$ cat src/rtl/sub_pkg.sv
// Shared definitions for the serial minuend-reconstruction block: FSM state
// encoding and the default operand width.
package sub_pkg;

    // Default width of the original signed operands.
    localparam int W = 4;

    // Controller states: waiting for start, adding one bit per clock, and the
    // single result-valid cycle.
    typedef enum logic [1:0] {
        IDLE  = 2'd0,
        SHIFT = 2'd1,
        DONE  = 2'd2
    } state_e;

endpackage : sub_pkg

$ cat src/rtl/fa_1.sv
// One-bit full adder. It is the only arithmetic element of the serial datapath.
module fa_1 (
    input  logic x,
    input  logic y,
    input  logic cin,
    output logic sum,
    output logic cout
);

    // Sum and carry of three input bits.
    always_comb begin
        sum  = x ^ y ^ cin;
        cout = (x & y) | (x & cin) | (y & cin);
    end

endmodule : fa_1

$ cat src/rtl/sub_restore_serial.sv
// Recovers the minuend a = s + b from a difference word s and a subtrahend b.
// The add runs bit-serially, LSB first, through a single full adder. It takes
// W+2 clocks. The result registers change only on the final SHIFT edge, so
// a_full, a and ovf stay stable while the next reconstruction runs.
//
// Handshake: start is a request. It is accepted only on a rising edge where
// the FSM is in IDLE, and s/b are captured on that same edge. busy is high
// for the W+2 SHIFT cycles. done is a one-cycle pulse in the following cycle,
// and in that cycle the new result is already on a_full/a/ovf. start is
// ignored while busy or done is high.
module sub_restore_serial
    import sub_pkg::*;
#(
    parameter int W = sub_pkg::W
) (
    input  logic                clk,
    input  logic                rst_n,
    input  logic                start,
    input  logic signed [W:0]   s,
    input  logic signed [W-1:0] b,
    output logic                busy,
    output logic                done,
    output logic signed [W+1:0] a_full,
    output logic signed [W-1:0] a,
    output logic                ovf
);

    // Width of the sign-extended operands and of the exact sum.
    localparam int N     = W + 2;
    localparam int CNT_W = $clog2(W + 3);

    state_e             state_q, state_d;
    logic [CNT_W-1:0]   cnt_q;
    logic               carry_q;
    logic [N-1:0]       op_s_q;
    logic [N-1:0]       op_b_q;
    // Sum bits collected so far. The newest bit enters at the top, and after
    // N-1 shifts the first (LSB) sum bit has reached position 0.
    logic [N-2:0]       part_q;
    logic [N-1:0]       a_full_q;
    logic               ovf_q;

    logic               fa_sum;
    logic               fa_cout;
    logic               accept;
    logic               last_bit;
    logic [N-1:0]       result_d;
    logic               ovf_d;

    // Add the current LSBs of both operands plus the stored carry.
    fa_1 u_fa (
        .x    (op_s_q[0]),
        .y    (op_b_q[0]),
        .cin  (carry_q),
        .sum  (fa_sum),
        .cout (fa_cout)
    );

    // Decode the accept and final-bit conditions and assemble the finished
    // word. The result overflows the W-bit range unless its top three bits
    // are all equal.
    always_comb begin
        accept   = (state_q == IDLE) && start;
        last_bit = (state_q == SHIFT) && (cnt_q == CNT_W'(N - 1));
        result_d = {fa_sum, part_q};
        ovf_d    = ~((&result_d[N-1:W-1]) | ~(|result_d[N-1:W-1]));
    end

    // State register.
    always_ff @(posedge clk or negedge rst_n) begin
        if (!rst_n) begin
            state_q <= IDLE;
        end else begin
            state_q <= state_d;
        end
    end

    // Next-state logic. DONE always returns to IDLE after one cycle.
    always_comb begin
        state_d = state_q;
        case (state_q)
            IDLE:    if (start)    state_d = SHIFT;
            SHIFT:   if (last_bit) state_d = DONE;
            DONE:                  state_d = IDLE;
            default:               state_d = IDLE;
        endcase
    end

    // Status outputs decoded directly from the state.
    always_comb begin
        busy = (state_q == SHIFT);
        done = (state_q == DONE);
    end

    // Serial datapath. Load the operands on accept, then shift one bit per
    // SHIFT edge. The result registers are written only on the last bit, and
    // the final carry-out is dropped.
    always_ff @(posedge clk or negedge rst_n) begin
        if (!rst_n) begin
            cnt_q    <= '0;
            carry_q  <= 1'b0;
            op_s_q   <= '0;
            op_b_q   <= '0;
            part_q   <= '0;
            a_full_q <= '0;
            ovf_q    <= 1'b0;
        end else if (accept) begin
            cnt_q    <= '0;
            carry_q  <= 1'b0;
            op_s_q   <= {s[W], s};
            op_b_q   <= {{2{b[W-1]}}, b};
            part_q   <= '0;
        end else if (state_q == SHIFT) begin
            cnt_q    <= cnt_q + CNT_W'(1);
            carry_q  <= fa_cout;
            op_s_q   <= op_s_q >> 1;
            op_b_q   <= op_b_q >> 1;
            part_q   <= {fa_sum, part_q[N-2:1]};
            if (last_bit) begin
                a_full_q <= result_d;
                ovf_q    <= ovf_d;
            end
        end
    end

    // Result outputs come from the held registers.
    always_comb begin
        a_full = a_full_q;
        a      = a_full_q[W-1:0];
        ovf    = ovf_q;
    end

endmodule : sub_restore_serial

$ cat config.mk
export PLATFORM = sky130hd
export DESIGN_NAME = sub_restore_serial
export DESIGN_NICKNAME = d
export VERILOG_FILES = /design/src/rtl/sub_pkg.sv /design/src/rtl/fa_1.sv /design/src/rtl/sub_restore_serial.sv
export SDC_FILE = /design/constraint.sdc
export NUM_CORES = 1
export LEC_CHECK = 0
export ABC_AREA = 1
export CAP_MARGIN = 20
export CORE_MARGIN = 3
export CORE_UTILIZATION = 32
export DETAILED_ROUTE_END_ITERATION = 12
export DONT_BUFFER_PORTS = 1
export PLACE_DENSITY = 0.48
export SLEW_MARGIN = 10
export SYNTH_ARGS = -nofsm -noshare
export SYNTH_HDL_FRONTEND = slang
export SYNTH_SLANG_ARGS = --single-unit
export TNS_END_PERCENT = 30
$ cat constraint.sdc
create_clock -name clk -period 3.33 [get_ports clk]
set_input_delay 0.333 -clock clk [delete_from_list [all_inputs] [get_ports clk]]
set_output_delay 0.333 -clock clk [all_outputs]
set_load 0.01 [all_outputs]
# == Word-level counts from Yosys, hierarchy flattened ==
# Index checks and enable logic that the tools add are counted.
# op_classes
add_sub_neg,1
eq_ne,5
mux,13
bitwise_logic,11
reduce_logical,8
# ops
op,n
$mux W6,4
$mux W5,2
$mux W3,2
$reduce_and A3 Y1,2
$mux W2,2
$pmux W2 S2,1
$add A3 B1 Y3 const B,1
$and A1 B1 Y1,3
$eq A3 B3 Y1 const B,1
$not A1 Y1,3
$or A1 B1 Y1,3
$reduce_or A3 Y1,1
$eq A2 B1 Y1 const B,1
$eq A2 B2 Y1 const B,1
$logic_and A1 B1 Y1,2
$logic_not A2 Y1,1
$mux W1,2
$ne A2 B1 Y1 const B,1
$ne A2 B2 Y1 const B,1
$reduce_and A2 Y1,1
$reduce_bool A2 Y1,1
$xor A1 B1 Y1,2
# word_totals
regBits,30
inputBits,12
output_inout_bits,13
wordCells,46

# == Depth between registers and ports, before layout ==
# Gate-level depths: netlist of run 1.
# logic_depth
ltp_word,6
mapped_depth,8
ltp_nobuf,8

# == Modules after synthesis ==
# Synthesis of run 1 repeated with hierarchy kept, for this count alone.
# unflattened
cells_unflattened,139
area_unflattened_um2,1280.0
# modules_own_cells
mod,n_inst,cells_per_inst,area_per_inst_um2,seq_area_each_um2
sub_restore_serial,1,138,1260.0,750.7
fa_1,1,1,20.0,0.0

# == Worst setup path before layout of run 1 ==
# No wires, ideal clock.
# synth_path
path_kind,register to register
start,register op_b_q[0]
end,"register ovf_q, in the netlist ovf"
setup_time_ps,117
arrival_time_ps,1157
t_required_ps,3213
path_slack_ps,2055
stages_incl_launch_ff,7
path_buffers,0
period_less_slack_ps,1275
path_cell_list,dfrtp_1 -> inv_1 -> fa_1 -> nor2_1 -> nand2_1 -> nand3_1 -> nand2_1
# synth_between
elab_chain_cells,6
word_cells_on_any_way,7
cone_classes,bitwise (5); reduce/logical (2)
# synth_rtl
element,line,text
start: declaration,sub_restore_serial.sv:36,logic [N-1:0] op_b_q;
start signal: assignment,sub_restore_serial.sv:111,"op_b_q <= {{2{b[W-1]}}, b};"
start signal: assignment,sub_restore_serial.sv:117,op_b_q <= op_b_q >> 1;
$xor A1 B1 Y1 (*) (2 in series),fa_1.sv:12,sum = x ^ y ^ cin;
$reduce_or A3 Y1,sub_restore_serial.sv:66,ovf_d = ~((&result_d[N-1:W-1]) | ~(|result_d[N-1:W-1]));
$not A1 Y1,sub_restore_serial.sv:66,
$or A1 B1 Y1 (*),sub_restore_serial.sv:66,
$not A1 Y1 (*),sub_restore_serial.sv:66,
end signal: assignment,sub_restore_serial.sv:121,ovf_q <= ovf_d;
end: declaration,sub_restore_serial.sv:41,logic ovf_q;
# Every way passes the cells marked *; elsewhere a longest branch is shown, timed or not.
# A chain may end at the register's enable or synchronous reset.

# == Worst setup path in the final report of run 1 ==
# layout_path
start,register state_q[0]
end,output busy
# layout_between
elab_chain_cells,1
# layout_rtl
element,line,text
start: declaration,sub_restore_serial.sv:32,"state_e state_q, state_d;"
start signal: assignment,sub_restore_serial.sv:74,state_q <= state_d;
$eq A2 B1 Y1,sub_restore_serial.sv:91,busy = (state_q == SHIFT);
end: declaration,sub_restore_serial.sv:21,"output logic busy,"
# No other way between the ends.

==> out/summary.txt, run 1 <==
Outcome -> finished clean
Clk_lat worst skew -> 270 ps
# nets final -> 160
Length of the first detailed-routing pass in iterations -> 4
CTS sink cnt -> 30
Vias after detailed routing -> 894
Total wire length -> 2470 µm
Critical-path top delay cell -> dfrtp_1
RSZ-0062 raised after global routing -> false
Min cycle time layout -> 1510 ps
Met1 wire length -> 1160 µm
Vias in the first global route -> 899
Pre-CTS WS -> 1880 ps
CP Capture Type -> output port
Sequential Area -> 751 µm²
Layout cells sized above 1 -> 13.7%
Placed Instances -> 184
Syn-to-layout area delta -> 9.07%
PortBufs -> 0
Distinct cells, synth -> 17
CP Class -> flop to output port
R2r setup slk -> 1880 ps
Non-Filler Instances -> 194
Actual slew at the worst max-slew pin -> 444 ps
First-pass GRT wire length -> 4280 µm
Post-CTS Setup Inserts -> 0
Seq/Total Area, Yosys -> 56.1%
Total grt overflow -> 0
P_leak -> 0.726 nW
Period utilisation layout -> 45.2%
FP Rows -> 22
# H-tree levels -> 2
Final Hold Vio Count -> 0
Reg2reg end -> ovf
Cells after Synth -> 143
CTS tree -> done
Synth Area per Inst -> 9.35 µm²
Multi-input combinational cell area -> 470 µm²
Synth top area share -> 56.1%
Drt initial violations -> 23
Reg-to-Reg Start -> state_q[0]
Most common cell in the netlist -> nand2_1
Synth warn -> 0
Slew headroom -> 70.3%
Hold Crit Class -> input pin to flop
DIE HEIGHT -> 70.7 µm
Crit path buffers/inverters -> 1
Largest net degree at the start of global routing -> 31
All-Layer GR Usage -> 10.9%
Post-synth top area cell -> dfrtp_1
Number of diodes -> 0
Syn Std Cell Area -> 1340 µm²
Met3 wire length -> 125 µm
Routed length on met2 -> 1160 µm
Number of synthesized flops with an enable pin -> 0
Total Power -> 0.00141 W
FILL cells -> 393
Die Wd -> 70.7 µm
Max-cap violations -> 0
Setup crit start kind -> flop
Clk pin slew, worst setup/hold paths -> 60 ps
Core ar. -> 3850 µm²
Pwr Density -> 963 nW/µm²
Root buffer cell -> clkbuf_8
Routability Congestion -> 0.705
Setup crit end -> busy
Worst stage delay on the critical path -> 470 ps
TritonCTS Buffers -> 5
Fmax -> 664 MHz
Share of async-settable or async-resettable flops after synthesis -> 100%
Max clock buf depth -> 2
WL per Instance -> 12.7 µm
Hold_sp -> b[2]
Register-to-Register Path Depth -> 6
Initial Util -> 34.7%
Setup tns final -> 0 ps
Core Util, Final -> 37.9%
Top layer used by detailed routing -> met4
Worst Setup SP -> state_q[0]
Synth area leaders -> dfrtp_1, nand2_1, nand3_1
CP arrival -> 1170 ps
Slew Viols, Final -> 0
Post-route ant nets -> 0
Via-to-Cell Ratio -> 4.61
Post-DP HPWL -> 1660 µm
WP data required -> 3000 ps
Worst path cell trace -> inv_2 -> nor2_4
Setup ws final -> 1820 ps
I/O Pins -> 25
Initial antenna violation count -> 0
DRC -> 0
Setup-failing EPs final -> 0
Max VDD drop -> 0.000334 V
Number of synthesized register bits -> 30
Stages on worst setup path -> 2
Worst Clk Skew -> 6.43 ps
Top cells by count, synth -> nand2_1, dfrtp_1, inv_1
Crit path max fanout -> 15
Post-CTS Resized -> 0
Syn Nets -> 158
Top_reg_cell synth -> dfrtp_1
Die Area -> 4990 µm²
Top cell family by delay on the critical path -> flip-flops
[what timing repair did]
| action | in CTS | in global routing |
|---|---|---|
| setup endpoints to repair | 0 | 0 |
| endpoints found under the hold margin | 30 | 0 |
| hold buffers | 2 | 0 |
[layout by cell type (no fill, tap or decap)]
cell type      count
nand2_1           47
dfrtp_1           30
inv_1             13
nand3_1           11
o22ai_1            7
nor2_1             6
o21ai_2            6
a21oi_1            6
clkbuf_8           6
inv_2              2
nand2_4            2
ha_1               2
nor2_4             1
nand2_2            1
o21ai_0            1
fa_1               1
clkinv_2           1
clkbuf_1           1
buf_12             1
dlygate4sd3_1      1
[kinds of logic (layout without fill, tap and decap cells)]
kind of cell | after synthesis | in the layout | share of synthesized area (%)
simple gates | 68 | 68 | 22.0
buf+inv | 22 | 25 | 8.70
fa+ha+maj | 3 | 3 | 3.37
compound gates | 20 | 20 | 9.82
flops | 30 | 30 | 56.1
[worst reg2reg max path: stages, from the launching register on]
cell     delay (ps)
dfrtp_1         470
inv_2            70
nor2_4          360
nand2_4         230
inv_1           150
nand3_1          70
nand2_1          50
[per-stage QoR]
stage | area (µm²) | hold WS [ps]
floorplan | 1340 | 37.4
global placement | 1340 | 38.3
detailed placement | 1340 | 38.3
CTS | 1460 | 187
global route | 1460 | 197
finish | 1460 | 193
[worst min path at each step]
stage / to / slack (ps) / depth (start not counted)
finish: op_b_q[2] / 190 / 2
global route: op_b_q[1] / 200 / 2
CTS: op_b_q[2] / 190 / 2
detailed placement: a_full[3] / 40 / 0
global placement: a_full[3] / 40 / 0
floorplan: a_full[0] / 40 / 0
[sequential cells by signal, summed over array words and instances, names as in the netlist]
name,flops
a_full,6
part_q,5
op_b_q,6
state_q,2
op_s_q,6
ovf,1
cnt_q,3
carry_q,1
[where the power goes]
part | total [W] | switching, W | internal, W
combinational | 0.000467 | 0.000298 | 0.000169
sequential | 0.000643 | 0.000126 | 0.000518
clock | 0.000296 | 0.000129 | 0.000166
total | 0.00141 | 0.000553 | 0.000853
[per-layer routing]
metal / GRT usage, % / vias to the layer above
li1: - / 453
met1: 13.7 / 417
met2: 16.8 / 20
met3: 4.26 / 4
met4: 4.38 / 0
met5: 0 / -
[area by class of cell]
class                      count  share of cell area [%]
multi-input combinational     91                    32.2
tap                           48                    4.12
inverter                      15                    3.86
sequential                    30                    51.5
clock buffer                   7                    5.92
clock inverter                 1                   0.343
timing repair buffer           2                    2.06
No activity file was read; power rests on OpenSTA's default activity.
==> run 2, diff against run 1 <==
- clock period: 3.33 -> 1.6 ns (I/O delays scaled with it)
==> out/summary.txt, run 2 (same netlist as run 1, synthesis figures left out) <==
PortBufs -> 0 (unchanged)
CTS sink cnt -> 30 (unchanged)
Slew headroom -> 81.7% (was 70.3%)
Slew Viols, Final -> 0 (unchanged)
Pre-CTS WS -> 253 ps (was 1880 ps)
Total wire length -> 2500 µm (was 2470 µm)
Post-DP HPWL -> 1760 µm (was 1660 µm)
Top cell family by delay on the critical path -> flip-flops (unchanged)
Largest net degree at the start of global routing -> 31 (unchanged)
All-Layer GR Usage -> 11.4% (was 10.9%)
Post-route ant nets -> 0 (unchanged)
Max clock buf depth -> 2 (unchanged)
Most common cell after layout, fill and taps aside -> nand2_1 (unchanged)
Vias after detailed routing -> 921 (was 894)
Worst stage delay on the critical path -> 460 ps (was 470 ps)
Drt initial violations -> 37 (was 23)
# H-tree levels -> 2 (unchanged)
Net switching power -> 0.00116 W (was 0.000553 W)
CP arrival -> 1240 ps (was 1170 ps)
Pwr Density -> 2010 nW/µm² (was 963 nW/µm²)
Min cycle time layout -> 1400 ps
WP data required -> 1440 ps (was 3000 ps)
Period utilisation layout -> 87.2%
Sw frac -> 39.1% (was 39.3%)
P_leak -> 0.736 nW (was 0.726 nW)
Hold Crit Class -> input pin to flop (unchanged)
Clk pwr share -> 20.5% (was 21.0%)
Total grt overflow -> 0 (unchanged)
Vias in the first global route -> 983 (was 899)
WL per Instance -> 12.8 µm (was 12.7 µm)
Crit path max fanout -> 10 (was 15)
TritonCTS Buffers -> 5 (unchanged)
Placed Instances -> 186 (was 184)
DIE HEIGHT -> 70.7 µm (unchanged)
Number of diodes -> 0 (unchanged)
Length of the first detailed-routing pass in iterations -> 4 (unchanged)
Met3 wire length -> 128 µm (was 125 µm)
Worst path cell trace -> inv_2 -> nor2_4 -> buf_4 (was inv_2 -> nor2_4)
Non-Filler Instances -> 196 (was 194)
Clk_lat worst skew -> 270 ps (about the same)
Initial Util -> 34.7% (unchanged)
Syn-to-layout area delta -> 10.2% (was 9.07%)
Critical-path top delay cell -> dfrtp_1 (unchanged)
Max VDD drop -> 0.000602 V (was 0.000334 V)
Routability Congestion -> 0.685 (was 0.705)
Crit path buffers/inverters -> 2 (was 1)
Core ar. -> 3850 µm² (unchanged)
RSZ-0062 raised after global routing -> false (unchanged)
Setup-failing EPs final -> 0 (unchanged)
CTS tree -> done (unchanged)
Setup ws final -> 205 ps (was 1820 ps)
Setup tns final -> 0 ps (unchanged)
First-pass GRT wire length -> 4450 µm (was 4280 µm)
Via-to-Cell Ratio -> 4.70 (was 4.61)
Non-Filler Cell Area, Final -> 1470 µm² (was 1460 µm²)
Top layer used by detailed routing -> met4 (unchanged)
Power Internal -> 0.00180 W (was 0.000853 W)
Area after DPL -> 1350 µm² (was 1340 µm²)
FP Rows -> 22 (unchanged)
Layout cells sized above 1 -> 14.9% (was 13.7%)
Most frequent cells in the layout -> nand2_1, dfrtp_1, inv_1 (unchanged)
Die Wd -> 70.7 µm (unchanged)
I/O Pins -> 25 (unchanged)
# nets final -> 162 (was 160)
Die Area -> 4990 µm² (unchanged)
Root buffer cell -> clkbuf_8 (unchanged)
Reg power frac -> 45.3% (was 45.8%)
CP Class -> flop to output port (unchanged)
FILL cells -> 401 (was 393)
Worst Clk Skew -> 5.09 ps (was 6.43 ps)
DRC -> 0 (unchanged)
Final Hold Vio Count -> 0 (unchanged)
Outcome -> finished clean (unchanged)
Actual slew at the worst max-slew pin -> 274 ps (was 444 ps)
CP Capture Type -> output port (unchanged)
Max-cap violations -> 0 (unchanged)
Routed length on met2 -> 1220 µm (was 1160 µm)
Met1 wire length -> 1110 µm (was 1160 µm)
Initial antenna violation count -> 0 (unchanged)
Setup crit start kind -> flop (unchanged)
Post-CTS Resized -> 0 (unchanged)
Combinational fraction of design power -> 34.3% (was 33.2%)
Clk pin slew, worst setup/hold paths -> 60 ps (about the same)
Fmax -> 717 MHz
## run 2: cell count changes in the layout (fill, tap and decap cells not counted)
| cell | before | now |
|---|---|---|
| buf_4 | 0 | 2 |
## run 2: final timing paths
check                      startpoint         to  slack, ps  depth (start not counted)
max reg2reg                   carry_q        ovf        240                          5
max                        state_q[0]       busy        200                          3
max in group asynchronous       rst_n  op_b_q[1]       1110                          2
min in group asynchronous       rst_n  a_full[3]        320                          2
min                              s[1]  op_s_q[1]         20                          2
min reg2reg                 op_s_q[1]  op_s_q[1]        480                          2
## run 2: final cells by class
| cell class | count | area (µm²) | share of cell area [%] |
|---|---|---|---|
| Clock buffer | 7 | 86.3 | 5.86 |
| Inverter | 15 | 56.3 | 3.82 |
| Multi-Input combinational cell | 91 | 470 | 31.9 |
| Tap cell | 48 | 60.1 | 4.07 |
| Timing Repair Buffer | 4 | 45.0 | 3.06 |
| Sequential cell | 30 | 751 | 50.9 |
| Clock inverter | 1 | 5.00 | 0.340 |
## run 2: stage by stage
| stage | utilization [%] | power (W) | hold WS (ps) |
|---|---|---|---|
| floorplan | - | 0.00220 | -136 |
| global placement | 35.1 | 0.00233 | -135 |
| CTS | 38.2 | 0.00301 | 21.1 |
| detailed placement | 35.1 | 0.00236 | -135 |
| global route | 38.2 | 0.00324 | 13.3 |
| finish | 38.2 | 0.00296 | 23.2 |
## run 2: routing by layer
metal  track usage (%)  up-vias
met4              5.64        0
met2              18.4       19
met3              4.40        5
met5                 0        -
met1              13.2      441
li1                  -      456
## run 2: timing repair
| action | 4_1_cts | 5_1_grt |
|---|---|---|
| buffers inserted | 0 | 0 |
| hold endpoints to repair | 30 | 0 |
| hold buffers | 2 | 0 |
## run 2: power by group through the flow
stage	Clock [W]	Sequential (W)	Combinational (W)
final	0.000605	0.00134	0.00101
after global routing	0.000669	0.00138	0.00119
after CTS	0.000630	0.00134	0.00104
after detailed placement	0	0.00136	0.000999
after global placement	0	0.00134	0.000988
after floorplan	0	0.00128	0.000923
## run 2: worst register-to-register path: stages, from the launching register on
cell and delay, ps:
dfrtp_1 320, inv_1 60, fa_1 630, nand3_1 100, nand3_1 90, nand2_1 50
